==> src/rtl/sll_serial.sv <==
// Iterative logical-left shifter: one bit per clock, zero fill, with a sticky
// flag recording whether any nonzero bit left the top of the register.
module sll_serial #(
  parameter int WIDTH   = 32,
  parameter int SHAMT_W = 5
) (
  input  logic               clock,
  input  logic               reset,
  input  logic               start,
  input  logic [WIDTH-1:0]   data_in,
  input  logic [SHAMT_W-1:0] shamt,
  output logic               ready,
  output logic               busy,
  output logic [WIDTH-1:0]   result,
  output logic               result_valid,
  output logic               bits_lost,
  output logic [1:0]         state_dbg
);

  // Handshake: a request is taken on a rising edge where start=1 and ready=1;
  // result_valid pulses for one cycle and is not back-pressured.
  typedef enum logic [1:0] {
    IDLE  = 2'd0,
    SHIFT = 2'd1,
    DONE  = 2'd2
  } state_t;

  state_t             state;
  logic [WIDTH-1:0]   sreg;
  logic [SHAMT_W-1:0] cnt;
  logic               lost;

  always_ff @(posedge clock or negedge reset) begin
    if (!reset) begin
      state <= IDLE;
      sreg  <= '0;
      cnt   <= '0;
      lost  <= 1'b0;
    end else begin
      case (state)
        IDLE, DONE: begin
          if (start) begin
            sreg  <= data_in;
            cnt   <= shamt;
            lost  <= 1'b0;
            state <= (shamt == '0) ? DONE : SHIFT;
          end else begin
            state <= IDLE;
          end
        end
        SHIFT: begin
          sreg <= {sreg[WIDTH-2:0], 1'b0};
          lost <= lost | sreg[WIDTH-1];
          cnt  <= cnt - SHAMT_W'(1);
          // SHIFT is only entered with cnt>=1, so the counter cannot wrap.
          if (cnt == SHAMT_W'(1)) begin
            state <= DONE;
          end
        end
        default: state <= IDLE;
      endcase
    end
  end

  assign ready        = (state != SHIFT);
  assign busy         = (state == SHIFT);
  assign result_valid = (state == DONE);
  assign result       = sreg;
  assign bits_lost    = lost;
  assign state_dbg    = state;

endmodule

==> config.mk <==
export PLATFORM = sky130hd
export DESIGN_NAME = sll_serial
export DESIGN_NICKNAME = d
export VERILOG_FILES = /design/src/rtl/sll_serial.sv
export SDC_FILE = /design/constraint.sdc
export NUM_CORES = 1
export LEC_CHECK = 0
export BUFFER_PORTS_ARGS = -buffer_cell sky130_fd_sc_hd__buf_4
export CORE_ASPECT_RATIO = 0.5
export CORE_UTILIZATION = 47
export DETAILED_ROUTE_END_ITERATION = 12
export PLACE_DENSITY = 0.79
export REMOVE_ABC_BUFFERS = 1
export SYNTH_ARGS = -nofsm -noshare
export SYNTH_HDL_FRONTEND = slang
export SYNTH_SLANG_ARGS = --single-unit
==> constraint.sdc <==
create_clock -name clock -period 1.4 [get_ports clock]
set_input_delay 0.07 -clock clock [delete_from_list [all_inputs] [get_ports clock]]
set_output_delay 0.07 -clock clock [all_outputs]
set_load 0.02 [all_outputs]
# --- Word level (Yosys, flattened, before mapping) ---
# Index checks and enable logic that the tools add are counted.
word_totals:
  regBits: 40
  word_cells: 27
op_classes:
  n_bitwise: 1
  n_addsub: 1
  muxes: 10
  n_eq_ne: 6
  reduce_logical: 5
op_table:
  columns: ["cell", "count"]
  rows:
  - ["$pmux W32 S2", 1]
  - ["$mux W32", 1]
  - ["$pmux W5 S2", 1]
  - ["$mux W2", 3]
  - ["$eq A5 B1 Y1 const B", 1]
  - ["$logic_not A5 Y1", 1]
  - ["$mux W5", 1]
  - ["$sub A5 B1 Y5 const B", 1]
  - ["$ne A2 B1 Y1 const B", 2]
  - ["$pmux W2 S2", 1]
  - ["$eq A2 B1 Y1 const B", 1]
  - ["$eq A2 B2 Y1 const B", 1]
  - ["$logic_not A2 Y1", 1]
  - ["$ne A2 B2 Y1 const B", 1]
  - ["$pmux W1 S2", 1]
  - ["$reduce_and A2 Y1", 1]
  - ["$reduce_bool A2 Y1", 1]
  - ["$reduce_or A2 Y1", 1]
  - ["$mux W1", 1]
  - ["$or A1 B1 Y1", 1]

# --- Depth between registers and ports, before layout ---
depth:
  ltp_word: 4
  depth_mapped: 5
  ltp_nobuf: 5

# --- Worst setup path after synthesis ---
# No wires, ideal clock.
synth_timing:
  path_kind: "flip-flop to flip-flop"
  start: "reg state[1], in the netlist state_dbg[1]"
  end: "reg sreg[25], in the netlist result[25]"
  setup_time_ps: 121
  slack_ps: 93
  path_stages_with_launch: 6
  arrival_time_ps: 1187
  cell_sequence: "dfrtp_1 nand2b_2 buf_4 buf_6 o22ai_1 nor2_1"
synth_between:
  elab_chain_len: 4
  elab_cells_between_ends: 8
synth_lines:
  columns: ["element", "line_no", "rtl"]
  rows:
  - ["from (decl)", "28", "state_t state;"]
  - ["from (signal assigned)", "46", "state <= (shamt == '0) ? DONE : SHIFT;"]
  - ["$eq A2 B2 Y1 / $logic_not A2 Y1 (equally long branches)", "40", "case (state)"]
  - ["$reduce_or A2 Y1", "40", null]
  - ["$ne A2 B2 Y1 (no line) / $reduce_bool A2 Y1 (equally long branches)", null, null]
  - ["$reduce_and A2 Y1 (no line)", null, null]
  - ["to (signal assigned)", "43", "sreg <= data_in;"]
  - ["to (signal assigned)", "52", "sreg <= {sreg[WIDTH-2:0], 1'b0};"]
  - ["to (decl)", "29", "logic [WIDTH-1:0] sreg;"]
# Parallel ways exist; a longest one is shown, timed or not.
# A chain may end at the register's enable or synchronous reset.

# --- Worst setup path in the final report ---
layout_timing:
  start: "reg state[0], in the netlist state_dbg[0]"
  end: "out ready"
layout_between:
  elab_chain_len: 1
layout_lines:
  columns: ["element", "line_no", "rtl"]
  rows:
  - ["$ne A2 B1 Y1", "65", "assign ready = (state != SHIFT);"]
  - ["to (decl)", "12", "output logic ready,"]
# No other way between the ends.

==> results.py <==
metrics = {
    "cts": {
        "cts_root_buf": "clkbuf_8",
        "clock_sinks": 40,
        "cts_buffers": 5,
        "cts_tree": "built",
        "htree_levels": 2,
        "clkLatencyLatePin_ns": 0.29,
        "postCtsSetupBuffers": 0,
        "clk_pin_slew_ns": 0.07,
        "cts.path.max_buffers": 2,
    },
    "worst_setup_path": {
        "required_ns": 1.33,
        "r2r-end": "cnt[2]",
        "startpoint": "state_dbg[0]",
        "path_cells": "nand2b_4 -> buf_8 -> buf_4",
        "crit_end": "ready",
        "cp-start-kind": "register",
        "ff2ff_path_depth": 4,
        "max_stage_delay_ns": 0.45,
        "path_max_fanout": 29,
        "cp_num_buf_inv": 2,
        "endpoint_kind": "output pin",
        "worstReg2RegStart": "cnt[0]",
        "critPathTopFamily": "flip-flops",
        "path_depth": 3,
        "reg2reg_setup_slack_ns": 0.08,
        "critical_path.slowest_cell": "dfrtp_2",
        "cp.arrival_ns": 1.29,
        "crit_type": "reg -> out",
    },
    "global_route": {
        "grt_overflow": 0,
        "use_met3": 0.0644,
        "grt_pass1_vias": 1580,
        "grt_pass1_wl_um": 7230,
        "antenna_found_initial": 0,
        "use_met1": 0.284,
        "grt_max_degree": 41,
        "busiest_layer": "met2",
        "track_usage": 0.227,
        "gr-usage-met2": 0.382,
    },
    "synth": {
        "ys_warn_count": 0,
        "ys_types": 31,
        "seq_area_frac_synth": 0.542,
        "synth.cell_area_um2": 1850,
        "syn_avg_cell_area_um2": 10.1,
        "synthArstFlopShare": 1.00,
        "postSynthCellCount": 183,
        "yosysMostFrequentCell": "dfrtp_1",
        "ys.flop_type": "dfrtp_1",
        "synth_common_cells": "dfrtp_1 (40), o22ai_1 (33), nor2_1 (32), nor3_1 (31)",
        "yosys-top-cells-area": "dfrtp_1 (54%), o22ai_1 (11%), nor3_1 (8.4%), nor2_1 (6.5%), buf_6 (3.7%)",
        "synth_edf_count": 0,
        "synth-seq-cells": 40,
        "synth.largest_area_cell": "dfrtp_1",
        "synth_top_cell_area_share": 0.542,
    },
    "detailed_routing": {
        "routed_via_density": 5.50,
        "drt_pass1_iterations": 4,
        "ant_nets": 0,
        "wl_um": 4620,
        "drt_iter0_drc": 64,
        "routedWlPerCell_um": 14.7,
        "drc": 0,
        "vias": 1726,
    },
    "timing": {
        "finalCriticalPeriod_ns": 1.36,
        "drv_slew": 0,
        "fin_skew_ns": 0.00691,
        "max_freq_mhz": 737,
        "fin_ws_ns": 0.0424,
        "period_share": 0.970,
        "hold-worst-slack_ns": 0.0157,
        "tightest_slew_ns": 0.493,
        "max_slew_margin": 0.671,
        "rsz0062_at_grt": "yes",
        "hold_viol": 0,
        "setup_viol": 0,
    },
    "job": {
        "cap_viol_max_count": 0,
    },
    "final_layout": {
        "multiInputGateArea_um2": 713,
        "final_core_util": 0.713,
        "drive_gt1_frac": 0.395,
        "area_growth_syn_to_layout_pct": 38.5,
        "antennaDiodeCount": 0,
        "final.fill_count": 294,
        "nNetsFinal": 305,
        "regArea_um2": 1000,
    },
    "power": {
        "power_mw": 6.54,
        "p_sw_frac": 0.433,
        "netSwitchingPower_mw": 2.83,
        "seq_power_share": 0.341,
        "combPwrFrac": 0.549,
        "p_int_mw": 3.71,
        "powerDensity_nw_per_um2": 2560,
        "clkPwrFrac": 0.110,
        "leakagePower_nw": 1.16,
        "ir_drop_mv": 1.21,
    },
    "placed_design": {
        "portBuffers": 77,
        "gp_congestion": 0.840,
        "place_ws_ns": 0.0689,
        "dpl.hpwl_um": 3290,
    },
    "floorplan": {
        "initial_core_util": 0.515,
        "die_y_um": 46.3,
        "fp.dieArea_um2": 4200,
        "num_io_pins": 78,
        "rows": 15,
        "die_w_um": 90.6,
        "coreArea_um2": 3580,
    },
    "hold_path": {
        "hold_class": "in -> reg",
    },
    "outcome": {
        "outcome": "finished, final reports clean",
    },
}
==> sequential cells by signal, summed over array words and instances, names as in the netlist <==
signal / count
result: 32
state_dbg: 2
bits_lost: 1
cnt: 5
==> timing repair <==
| action | CTS | global route |
|---|---|---|
| pin swaps | 0 | 0 |
| endpoints found under the setup margin | 2 | 4 |
| hold buffers | 1 | 0 |
| resized for setup | 4 | 5 |
| hold endpoints to repair | 40 | 0 |
==> metrics by stage <==
step | std cells | setup TNS, ns | cell area (um2)
2_1_floorplan | 168 | -27.90 | 1730
3_3_place_gp | 306 | 0 | 2440
3_5_place_dp | 306 | 0 | 2440
4_1_cts | 314 | 0 | 2540
5_1_grt | 314 | -0.0153 | 2560
6_report | 314 | 0 | 2560
==> power groups by stage <==
stage / registers (mW) / clock network [mW] / logic (mW)
after floorplan: 2.75 / 0 / 1.47
after global placement: 2.21 / 0 / 3.42
after detailed placement: 2.23 / 0 / 3.52
after CTS: 2.22 / 0.741 / 3.56
after global routing: 2.32 / 0.790 / 3.88
final: 2.23 / 0.720 / 3.59
==> layout by cell type, fill, tap and decap left out, types with 2 or more instances in the layout <==
| cell | instances |
|---|---|
| nor3_1 | 31 |
| dfrtp_1 | 39 |
| a21oi_1 | 2 |
| nand2_1 | 2 |
| inv_1 | 3 |
| buf_8 | 2 |
| nor2_1 | 32 |
| buf_4 | 85 |
| clkbuf_8 | 5 |
| o22ai_1 | 33 |
| ha_1 | 2 |
==> kinds of logic (layout without fill, tap and decap cells) <==
| logic type | count (synthesis) | after routing | synth area share |
|---|---|---|---|
| adders and majority gates | 2 | 2 | 0.0136 |
| AOI/OAI and AO/OA | 44 | 44 | 0.161 |
| buffers and inverters | 20 | 100 | 0.0752 |
| and+or+nand+nor | 76 | 76 | 0.202 |
| muxes | 1 | 1 | 0.00542 |
| DFF | 40 | 40 | 0.542 |
==> layout make-up <==
class / instances / share of cell area
flip-flops and latches: 40 / 0.392
well taps: 51 / 0.0250
clock buffers: 6 / 0.0284
repair buffers: 88 / 0.265
inverters: 5 / 0.00832
multi-input cells: 123 / 0.279
clock inverters: 1 / 0.00196
==> worst reg2reg max path, cell delays in order, from the launching register on <==
cell and delay, ns:
dfrtp_1 0.40, inv_2 0.06, ha_1 0.21, and4bb_2 0.24
a221o_2 0.30
==> per-layer routing <==
layer  vias to the layer above  share of wire  wire (um)
met2                        43           0.50       2320
li1                        829              -          -
met1                       847           0.44       2020
met5                         -              0          0
met4                         0          0.012         56
met3                         7          0.048        221
==> worst min-delay path by stage <==
| stage | cells past startpoint | end | slack, ns | startpoint |
|---|---|---|---|---|
| floorplan | 0 | bits_lost | -0.23 | reset |
| global placement | 1 | result[17] | 0.07 | reset |
| detailed placement | 1 | result[16] | 0.07 | reset |
| CTS | 2 | result[0] | 0.01 | data_in[0] |
| global route | 2 | result[0] | 0.009 | data_in[0] |
| finish | 2 | result[0] | 0.02 | data_in[0] |
No activity file was read; power rests on OpenSTA's default activity.
